<file path="config.mk">
export PLATFORM = sky130hd
export DESIGN_NAME = sap_ctrl_seq_flat
export DESIGN_NICKNAME = d
export VERILOG_FILES = /design/src/rtl/sap_ctrl_seq_pkg.sv /design/src/rtl/sap_ctrl_seq_if.sv /design/src/rtl/sap_ctrl_seq_ring_counter_6.sv /design/src/rtl/sap_ctrl_seq.sv /design/src/flat_wrapper.sv
export SDC_FILE = /design/constraint.sdc
export NUM_CORES = 1
export LEC_CHECK = 0
export BUFFER_PORTS_ARGS = -buffer_cell sky130_fd_sc_hd__buf_2
export CAP_MARGIN = 30
export CORE_AREA = 2 2 39 41
export CTS_CLUSTER_DIAMETER = 30
export DETAILED_ROUTE_END_ITERATION = 8
export DIE_AREA = 0 0 41 43
export GPL_TIMING_DRIVEN = 0
export PLACE_DENSITY = 0.7
export SLEW_MARGIN = 5
export SYNTH_ARGS = -nofsm -noshare
export SYNTH_HDL_FRONTEND = slang
export SYNTH_SLANG_ARGS = --single-unit
</file>
<file path="constraint.sdc">
create_clock -name clk -period 1.6 [get_ports clk]
set_input_delay 0.08 -clock clk [delete_from_list [all_inputs] [get_ports clk]]
set_output_delay 0.08 -clock clk [all_outputs]
set_load 0.02 [all_outputs]
</file>
<file path="src/rtl/sap_ctrl_seq_pkg.sv">
// sap_ctrl_seq_pkg: shared definitions for the SAP controller-sequencer.
// Holds the opcode constants, the one-hot T-state encodings, the control-word
// layout and its idle value. Optional build macro: SAP_CTRL_SINGLE_STEP_EN.
package sap_ctrl_seq_pkg;

    // Opcode field width (IR upper nibble) and number of T-states (fixed at 6).
    localparam int OPCODE_W = 4;
    localparam int NUM_T    = 6;

    localparam logic [OPCODE_W-1:0] OP_LDA = 4'h0;
    localparam logic [OPCODE_W-1:0] OP_ADD = 4'h1;
    localparam logic [OPCODE_W-1:0] OP_SUB = 4'h2;
    localparam logic [OPCODE_W-1:0] OP_OUT = 4'hE;
    localparam logic [OPCODE_W-1:0] OP_HLT = 4'hF;

    typedef enum logic [NUM_T-1:0] {
        T1 = 6'b000001,
        T2 = 6'b000010,
        T3 = 6'b000100,
        T4 = 6'b001000,
        T5 = 6'b010000,
        T6 = 6'b100000
    } t_state_e;

    typedef struct packed {
        logic pc_inc;
        logic pc_oe;
        logic low_mar_i_en;
        logic low_ram_oe;
        logic low_ir_i_en;
        logic low_ir_oe;
        logic low_a_i_en;
        logic a_oe;
        logic alu_sub;
        logic alu_oe;
        logic low_b_i_en;
        logic low_out_i_en;
    } ctrl_word_t;

    // Nothing drives the bus and nothing loads: active-high 0, active-low 1.
    localparam ctrl_word_t CTRL_IDLE = '{
        pc_inc:       1'b0,
        pc_oe:        1'b0,
        low_mar_i_en: 1'b1,
        low_ram_oe:   1'b1,
        low_ir_i_en:  1'b1,
        low_ir_oe:    1'b1,
        low_a_i_en:   1'b1,
        a_oe:         1'b0,
        alu_sub:      1'b0,
        alu_oe:       1'b0,
        low_b_i_en:   1'b1,
        low_out_i_en: 1'b1
    };

endpackage

</file>
<file path="src/rtl/sap_ctrl_seq_if.sv">
// sap_ctrl_seq_if: opcode input plus every control line the sequencer drives
// into the SAP datapath. The controller is the master; the datapath is the slave.
interface sap_ctrl_seq_if import sap_ctrl_seq_pkg::*; ();

    logic [OPCODE_W-1:0] opcode;
    logic [NUM_T-1:0]    t_state;
    logic                halted;
    logic                pc_inc;
    logic                pc_oe;
    logic                low_mar_i_en;
    logic                low_ram_oe;
    logic                low_ir_i_en;
    logic                low_ir_oe;
    logic                low_a_i_en;
    logic                a_oe;
    logic                alu_sub;
    logic                alu_oe;
    logic                low_b_i_en;
    logic                low_out_i_en;

    modport master (
        input  opcode,
        output t_state, halted, pc_inc, pc_oe, low_mar_i_en, low_ram_oe,
               low_ir_i_en, low_ir_oe, low_a_i_en, a_oe, alu_sub, alu_oe,
               low_b_i_en, low_out_i_en
    );

    modport slave (
        output opcode,
        input  t_state, halted, pc_inc, pc_oe, low_mar_i_en, low_ram_oe,
               low_ir_i_en, low_ir_oe, low_a_i_en, a_oe, alu_sub, alu_oe,
               low_b_i_en, low_out_i_en
    );

endinterface

</file>
<file path="src/rtl/sap_ctrl_seq_ring_counter_6.sv">
// ring_counter_6: six-bit one-hot ring, synchronous reset to T1,
// rotates left by one position on each clock where advance is high.
module ring_counter_6 (
    input  logic       clk,
    input  logic       reset,
    input  logic       advance,
    output logic [5:0] state
);

    logic [5:0] state_q;
    logic [5:0] state_d;

    // Next ring position: rotate left when advancing, otherwise hold.
    always_comb begin
        state_d = state_q;
        if (advance) begin
            state_d = {state_q[4:0], state_q[5]};
        end
    end

    // Ring register; reset parks it at T1.
    always_ff @(posedge clk) begin
        if (reset) begin
            state_q <= 6'b000001;
        end else begin
            state_q <= state_d;
        end
    end

    assign state = state_q;

endmodule

</file>
<file path="src/rtl/sap_ctrl_seq.sv">
// sap_ctrl_seq: SAP controller-sequencer. A one-hot ring steps T1..T6, the
// opcode is decoded in T4..T6, and a sticky halt flag freezes the ring at T4.
// Optional build macro SAP_CTRL_SINGLE_STEP_EN adds a 'step' input that gates
// every ring advance and halt capture.
module sap_ctrl_seq
    import sap_ctrl_seq_pkg::*;
(
    input  logic clk,
    input  logic reset,
`ifdef SAP_CTRL_SINGLE_STEP_EN
    input  logic step,
`endif
    sap_ctrl_seq_if.master bus
);

    logic       step_ok;
    logic [5:0] t_state;
    logic       hlt_now;
    logic       advance;
    logic       halted_q;
    logic       halted_d;
    ctrl_word_t cw;

`ifdef SAP_CTRL_SINGLE_STEP_EN
    assign step_ok = step;
`else
    assign step_ok = 1'b1;
`endif

    ring_counter_6 u_ring (
        .clk     (clk),
        .reset   (reset),
        .advance (advance),
        .state   (t_state)
    );

    // HLT in T4 stops the ring on the same edge that sets the halt flag.
    always_comb begin
        hlt_now  = (t_state == T4) && (bus.opcode == OP_HLT) && !halted_q;
        advance  = step_ok && !halted_q && !hlt_now;
        halted_d = halted_q || (step_ok && hlt_now);
    end

    // Sticky halt flag; only reset clears it.
    always_ff @(posedge clk) begin
        if (reset) begin
            halted_q <= 1'b0;
        end else begin
            halted_q <= halted_d;
        end
    end

    // Control-word decode from T-state and opcode; idle whenever halted.
    always_comb begin
        cw = CTRL_IDLE;
        if (!halted_q) begin
            case (t_state)
                T1: begin
                    cw.pc_oe        = 1'b1;
                    cw.low_mar_i_en = 1'b0;
                end
                T2: begin
                    cw.pc_inc = 1'b1;
                end
                T3: begin
                    cw.low_ram_oe  = 1'b0;
                    cw.low_ir_i_en = 1'b0;
                end
                T4: begin
                    case (bus.opcode)
                        OP_LDA, OP_ADD, OP_SUB: begin
                            cw.low_ir_oe    = 1'b0;
                            cw.low_mar_i_en = 1'b0;
                        end
                        OP_OUT: begin
                            cw.a_oe         = 1'b1;
                            cw.low_out_i_en = 1'b0;
                        end
                        default: ;
                    endcase
                end
                T5: begin
                    case (bus.opcode)
                        OP_LDA: begin
                            cw.low_ram_oe = 1'b0;
                            cw.low_a_i_en = 1'b0;
                        end
                        OP_ADD, OP_SUB: begin
                            cw.low_ram_oe = 1'b0;
                            cw.low_b_i_en = 1'b0;
                            cw.alu_sub    = (bus.opcode == OP_SUB);
                        end
                        default: ;
                    endcase
                end
                T6: begin
                    case (bus.opcode)
                        OP_ADD, OP_SUB: begin
                            cw.alu_oe     = 1'b1;
                            cw.low_a_i_en = 1'b0;
                            cw.alu_sub    = (bus.opcode == OP_SUB);
                        end
                        default: ;
                    endcase
                end
                default: ;
            endcase
        end
    end

    assign bus.t_state      = t_state;
    assign bus.halted       = halted_q;
    assign bus.pc_inc       = cw.pc_inc;
    assign bus.pc_oe        = cw.pc_oe;
    assign bus.low_mar_i_en = cw.low_mar_i_en;
    assign bus.low_ram_oe   = cw.low_ram_oe;
    assign bus.low_ir_i_en  = cw.low_ir_i_en;
    assign bus.low_ir_oe    = cw.low_ir_oe;
    assign bus.low_a_i_en   = cw.low_a_i_en;
    assign bus.a_oe         = cw.a_oe;
    assign bus.alu_sub      = cw.alu_sub;
    assign bus.alu_oe       = cw.alu_oe;
    assign bus.low_b_i_en   = cw.low_b_i_en;
    assign bus.low_out_i_en = cw.low_out_i_en;

    // At most one bus driver may be enabled in any state.
    bus_exclusive: assert property (@(posedge clk) disable iff (reset)
        $onehot0({cw.pc_oe, ~cw.low_ram_oe, ~cw.low_ir_oe, cw.a_oe, cw.alu_oe}));

endmodule
</file>
<file path="src/flat_wrapper.sv">
// flat-port wrapper written by rule: the top's interface ports become plain ports
module sap_ctrl_seq_flat import sap_ctrl_seq_pkg::*;
  (clk, reset, bus_opcode, bus_t_state, bus_halted, bus_pc_inc, bus_pc_oe, bus_low_mar_i_en, bus_low_ram_oe, bus_low_ir_i_en, bus_low_ir_oe, bus_low_a_i_en, bus_a_oe, bus_alu_sub, bus_alu_oe, bus_low_b_i_en, bus_low_out_i_en);
  sap_ctrl_seq_if bus_i ();
  input  logic clk;
  input  logic reset;
  input wire logic [$bits(bus_i.opcode)-1:0] bus_opcode;
  output wire logic [$bits(bus_i.t_state)-1:0] bus_t_state;
  output wire logic [$bits(bus_i.halted)-1:0] bus_halted;
  output wire logic [$bits(bus_i.pc_inc)-1:0] bus_pc_inc;
  output wire logic [$bits(bus_i.pc_oe)-1:0] bus_pc_oe;
  output wire logic [$bits(bus_i.low_mar_i_en)-1:0] bus_low_mar_i_en;
  output wire logic [$bits(bus_i.low_ram_oe)-1:0] bus_low_ram_oe;
  output wire logic [$bits(bus_i.low_ir_i_en)-1:0] bus_low_ir_i_en;
  output wire logic [$bits(bus_i.low_ir_oe)-1:0] bus_low_ir_oe;
  output wire logic [$bits(bus_i.low_a_i_en)-1:0] bus_low_a_i_en;
  output wire logic [$bits(bus_i.a_oe)-1:0] bus_a_oe;
  output wire logic [$bits(bus_i.alu_sub)-1:0] bus_alu_sub;
  output wire logic [$bits(bus_i.alu_oe)-1:0] bus_alu_oe;
  output wire logic [$bits(bus_i.low_b_i_en)-1:0] bus_low_b_i_en;
  output wire logic [$bits(bus_i.low_out_i_en)-1:0] bus_low_out_i_en;
  assign bus_i.opcode = bus_opcode;
  assign bus_t_state = bus_i.t_state;
  assign bus_halted = bus_i.halted;
  assign bus_pc_inc = bus_i.pc_inc;
  assign bus_pc_oe = bus_i.pc_oe;
  assign bus_low_mar_i_en = bus_i.low_mar_i_en;
  assign bus_low_ram_oe = bus_i.low_ram_oe;
  assign bus_low_ir_i_en = bus_i.low_ir_i_en;
  assign bus_low_ir_oe = bus_i.low_ir_oe;
  assign bus_low_a_i_en = bus_i.low_a_i_en;
  assign bus_a_oe = bus_i.a_oe;
  assign bus_alu_sub = bus_i.alu_sub;
  assign bus_alu_oe = bus_i.alu_oe;
  assign bus_low_b_i_en = bus_i.low_b_i_en;
  assign bus_low_out_i_en = bus_i.low_out_i_en;
  sap_ctrl_seq u_core (.clk(clk), .reset(reset), .bus(bus_i));
endmodule
</file>
==> results.toml, run 1 <==
[outcome]
status = "finished, violations left"
violations = "setup timing"

[setup_path]
cp_max_fo = 3
critical_path.slowest_cell = "or4_4"
cp_data_required_time_ns = 1.52
max_stage_delay_ns = 0.41
timing.rr.start = "u_core.u_ring.state[0]"
worstSetupStartpointType = "register"
startpoint = "u_core.u_ring.state[0]"
cp.arrival_ns = 1.83
crit_chain = "buf_6 > or4_4 > or2_4 > or3_4 > buf_6"
critPathKind = "reg2out"
path_common_cell = "buf_6"
crit_path_end_kind = "primary output"

[min_path]
min_from = "reset"
hp-class = "in2reg"

[die]
core_area_mm2 = 0.00138
boundaryPins = 25
die_area_mm2 = 0.00176
initial_core_util_pct = 38.1
num_rows = 14
die_x_um = 41
dieHeight_um = 43

[global_route]
use_met1_pct = 24.8
grt_max_degree = 11
antenna_found_initial = 0
grt_pass1_wl_um = 2460
grt_pass1_vias = 607
grt_usage_pct = 20.1
grt_busiest_layer = "met2"
gr-usage-met2_pct = 33.1
grt-ovfl-total = 0
grt_util_met3_pct = 1.57

[clock_network]
worstSkewPairLatency_ns = 0.24
path_clk_slew_ns = 0.05
clockRootBuffer = "clkbuf_4"
cts_tree = "done"
clock-sinks = 7
cts_htree_levels = 1
cts_buffers = 3
clock_path_buffers = 2

[sta]
finalHoldViolCount = 0
worst_pin_slew_ns = 0.424
min_period_ns = 1.91
fin_setup_tns_ns = -1.87
fin_skew_ns = 0.00393
finalSetupViolCount = 9
rsz0062_at_grt = "true"
worst_slack_ns = -0.305
slew_viol_final = 0
max_freq_ghz = 0.525
slew_headroom_pct = 71.7
min_period_over_period_pct = 119

[yosys]
ys_warn_count = 0
synth-simple-area-share_pct = 50.1
synth_compound_area_share_pct = 13.1
syn_area_per_cell_um2 = 8.10
synth_flop_cell = "dfxtp_1"
synth_edf_count = 0
synthTopCellsByArea = "dfxtp_1 (27%), nor2_1 (6.4%), mux2i_1 (5.7%), nor3_1 (4.8%), and4b_2 (4.3%)"
syn_area_um2 = 527
synth-xor-area-share_pct = 1.66
yosysSeqAreaShare_pct = 26.6
synth_top_area_share_pct = 26.6
yosysTopAreaCell = "dfxtp_1"
ys_seq_elements = 7
synthArstFlopShare_pct = 0
synth_cell_types = 33
synth.area.mux_share_pct = 5.70
synth_top_family_by_area = "simple AND/OR/NAND/NOR gates"
synth_fa_ha_area_share_pct = 0
syn-num-nets = 71
syn_inst = 65

[job]
max-cap-violations = 0

[place]
gp_congestion = 0.832
place_ws_ns = -0.199
place_hpwl_um = 1040
portBuffers = 23

[routing]
antenna_left = 0
wl_per_cell_um = 13.0
vias = 619
drt-initial-drc-count = 11
drc = 0
first_pass_iters = 3
viasPerCell = 5.34
wirelength_um = 1510

[layout]
antennaDiodeCount = 0
synthToLayoutAreaGrowth_pct = 71.5
drive_above_1_share_pct = 58.0
utilization_pct = 65.3
fill_cells = 122
final_nets = 107

[pwr]
irDropWorstVdd_mv = 0.392
power_density_mw_per_mm2 = 485
p_leak_nw = 0.360
[per-layer routing]
metal  vias to the layer above  routed length (um)
li1                        321                   -
met1                       284                 675
met2                        14                 786
met3                         0                  42
met4                         0                   0
met5                         -                   0
[cell usage in the layout, fill, tap and decap left out, drive strengths merged, types with 2 or more instances in the layout]
cell type  synthesis  final
or4                2      2
buf                1     32
nor3b              3      3
nor2               9      9
o21ai              2      2
nand4              2      2
and2               2      2
inv                2      2
mux2i              3      3
and4b              2      2
nor4               2      2
nand2b             2      2
dfxtp              7      7
or2b               2      2
clkbuf             1      5
a21oi              4      4
nor3               5      5
[flip-flops by register name, summed over array words and instances, names as in the netlist]
| name | count |
|---|---|
| u_core.bus.halted | 1 |
| u_core.u_ring.state | 6 |
[critical path, delay by kind of cell, from the launching register on]
family,cells,cell delay [ns]
and+or+nand+nor,3,0.98
buffers and inverters,2,0.25
DFF,1,0.35
[final timing paths]
kind,to,slack (ns),cells past startpoint
setup / recovery,bus_low_out_i_en,-0.31,5
hold / removal,u_core.u_ring.state[5],0.17,2
setup reg to reg,u_core.u_ring.state[0],0.08,5
hold reg to reg,u_core.u_ring.state[4],0.52,2
[layout make-up]
cell class / count / area, um^2 / area share, %
multi-input cells: 54 / 443 / 49.0
plain buffers: 2 / 11.3 / 1.25
clock buffers: 4 / 26.3 / 2.91
inverters: 2 / 7.51 / 0.831
repair buffers: 31 / 239 / 26.5
flip-flops and latches: 7 / 156 / 17.3
well taps: 16 / 20.0 / 2.22
[repair_timing]
action	CTS	global route
pin swaps	3	5
setup endpoints to repair	9	14
setup buffers	8	2
hold buffers	0	0
gates resized for setup	18	21
cloned	0	0
[synthesized netlist by cell type, types with 3 or more instances]
cell type  instances
a21oi_1            4
nor3_1             5
mux2i_1            3
dfxtp_1            7
nor2_1             9
nor3b_1            3
[kinds of logic (layout without fill, tap and decap cells)]
group	after synthesis	count (layout)
mux	3	3
simple gates	39	39
compound gates	11	11
xor+xnor	1	1
buf+inv	4	39
flops	7	7
[power breakdown]
part           switching (mW)  internal [mW]
clock network          0.0538         0.0944
registers             0.00760          0.175
logic                  0.0560         0.0519
[per-stage QoR]
stage | power (mW) | hold WS [ns] | instances | instance area, um^2
2_1_floorplan | 0.242 | 0.345 | 65 | 557
3_3_place_gp | 0.268 | 0.417 | 104 | 692
3_5_place_dp | 0.269 | 0.431 | 104 | 692
4_1_cts | 0.440 | 0.178 | 116 | 836
5_1_grt | 0.468 | 0.197 | 116 | 903
6_report | 0.438 | 0.172 | 116 | 903
(Power assumes the default switching activity.)
==> run 2: changes to the inputs <==
--- a/config.mk
+++ b/config.mk
@@ -12,5 +12,4 @@
 export DETAILED_ROUTE_END_ITERATION = 8
 export DIE_AREA = 0 0 41 43
-export GPL_TIMING_DRIVEN = 0
 export PLACE_DENSITY = 0.7
 export SLEW_MARGIN = 5
==> constraint.sdc (replaced) <==
create_clock -name clk -period 1.6 [get_ports clk]
set_input_delay 0.16 -clock clk [delete_from_list [all_inputs] [get_ports clk]]
set_output_delay 0.16 -clock clk [all_outputs]
set_load 0.02 [all_outputs]
==> run 2 against run 1 <==
  * Highest routed layer is now met4
  * Via count rose by 5.2%
  * First-iteration DRC count fell by 73%
  * Wire length rose by 8.6%
  * Die area did not move
  * Worst setup slack got worse by 0.12 ns
  * Flip-flop and latch count did not move
  * The run still ends with setup timing left
  * Utilization rose by 1.8 points
  * Sequential share of layout area fell by 1.1 points
  * Final area rose by 2.8%
  * Register-to-register slack barely moved
  * Hold slack improved by 0.0076 ns
  * Sequential power barely moved
==> results.toml, run 2 (synthesis results as in run 1) <==
[pwr]
p_clk_share_pct = 35.5
p_leak_nw = 0.386
combinationalPowerShare_pct = 24.6
power_switching_mw = 0.131
power_density_mw_per_mm2 = 490
p_int_mw = 0.324
seqPwrFrac_pct = 39.9
power.share.switching_pct = 28.7
irDropWorstVdd_mv = 0.429

[sta]
finalSetupViolCount = 9
rsz0062_at_grt = "true"
slew_headroom_pct = 70.8
slew_viol_final = 0
min_period_ns = 2.02
finalHoldViolCount = 0
min_period_over_period_pct = 126
worst_pin_slew_ns = 0.437
worst_slack_ns = -0.423
max_freq_ghz = 0.494
fin_skew_ns = 0.00441

[die]
dieHeight_um = 43
initial_core_util_pct = 38.1
die_x_um = 41
boundaryPins = 25
die_area_mm2 = 0.00176
core_area_mm2 = 0.00138
num_rows = 14

[setup_path]
cp_max_fo = 3
reg2reg_depth = 4
critPathKind = "reg2out"
cp_data_required_time_ns = 1.44
crit_path_end_kind = "primary output"
worstSetupStartpointType = "register"
cp.arrival_ns = 1.86

[routing]
viasPerCell = 5.38
drc = 0
first_pass_iters = 4
drt-initial-drc-count = 3
antenna_left = 0
wl_per_cell_um = 13.5
highest_layer = "met4"
wl_met3_um = 70
dr_wl_met2_um = 867
wirelength_um = 1640
vias = 651
drt-met1-wl_um = 664

[place]
portBuffers = 24
gp_congestion = 0.859
placed_area_um2 = 790
place_ws_ns = -0.170
place_hpwl_um = 1230

[global_route]
grt_usage_pct = 20.6
grt_pass1_wl_um = 2480
antenna_found_initial = 0
grt-ovfl-total = 0
grt_pass1_vias = 593
grt_max_degree = 10

[layout]
final_design_area_no_fill_um2 = 928
drive_above_1_share_pct = 60.0
final_nets = 112
antennaDiodeCount = 0
largest_register_ffs = 6
synthToLayoutAreaGrowth_pct = 76.2
final_common_cell = "buf_2"
mostFrequentLayoutCells = "buf_2 (16), buf_4 (12), buf_6 (10), nor2_1 (9), a21oi_1 (4)"

[min_path]
hold_depth = 2
hp-class = "in2reg"

[clock_network]
clock_path_buffers = 2
clock-sinks = 7
cts_tree = "done"
cts_htree_levels = 1
path_clk_slew_ns = 0.05
holdBufCountCts = 0
clockRootBuffer = "clkbuf_4"
worstSkewPairLatency_ns = 0.25
cts_buffers = 3

[job]
max-cap-violations = 0

[outcome]
violations = "setup timing"
status = "finished, violations left"
[run 2: cell count changes in the layout (fill, tap and decap cells not counted)]
cell / previous run / this run
buf_1: 1 / 0
buf_2: 14 / 16
buf_4: 6 / 12
buf_6: 11 / 10
clkbuf_4: 4 / 3
dfxtp_1: 2 / 3
dfxtp_2: 1 / 2
dfxtp_4: 4 / 2
nor3_1: 3 / 2
nor3_2: 0 / 1
nor4_1: 0 / 1
nor4_2: 1 / 0
[run 2: repair_timing]
item / in CTS / in global routing
buffers inserted: 0 / 2
endpoints found under the setup margin: 10 / 11
resized for setup: 12 / 15
pin swaps: 2 / 1
[run 2: area by class of cell]
cell class                      instances  area [um^2]
Inverter                                2         7.51
Timing Repair Buffer                   38          283
Clock buffer                            4         26.3
Fill cell                             118          455
Tap cell                               16         20.0
Sequential cell                         7          150
Multi-Input combinational cell         54          442
[run 2: path summary, 6_finish.rpt]
| kind | from | end | slack [ns] |
|---|---|---|---|
| worst max-delay path | u_core.u_ring.state[1] | bus_low_b_i_en | -0.42 |
| worst min-delay path | reset | u_core.u_ring.state[1] | 0.18 |
| worst max register to register | u_core.u_ring.state[1] | u_core.u_ring.state[4] | 0.08 |
| worst min register to register | u_core.u_ring.state[4] | u_core.u_ring.state[4] | 0.64 |
[run 2: metal layers]
layer	track usage, %	vias to the layer above
met4	14.0	0
met3	1.57	4
li1	-	325
met5	0	-
met2	34.1	20
met1	23.3	302
[run 2: through the flow]
step                      hold WS [ns]  TNS, ns  cells  total power [mW]  utilization [%]
after CTS                        0.171    -2.79    119             0.450             61.5
after detailed placement         0.442   -0.546    115             0.284             57.1
final                            0.180    -3.01    121             0.455             67.1
after global placement           0.439   -0.371    115             0.282             57.1
after floorplan                  0.449   -0.356     65             0.242                -
after global routing             0.194    -3.58    121             0.480             67.1
[run 2: worst max-delay path, stage by stage (launching register included)]
cell and delay [ns]:
dfxtp_4 0.34, or4_4 0.55, nor4_4 0.17, or3b_4 0.41, buf_6 0.14
[run 2: power by group through the flow]
stage	combinational [mW]	sequential (mW)	clock, mW
after global placement	0.0976	0.185	0
after CTS	0.101	0.181	0.168
after detailed placement	0.0994	0.185	0
after floorplan	0.0498	0.192	0
after global routing	0.122	0.182	0.176
final	0.112	0.182	0.161
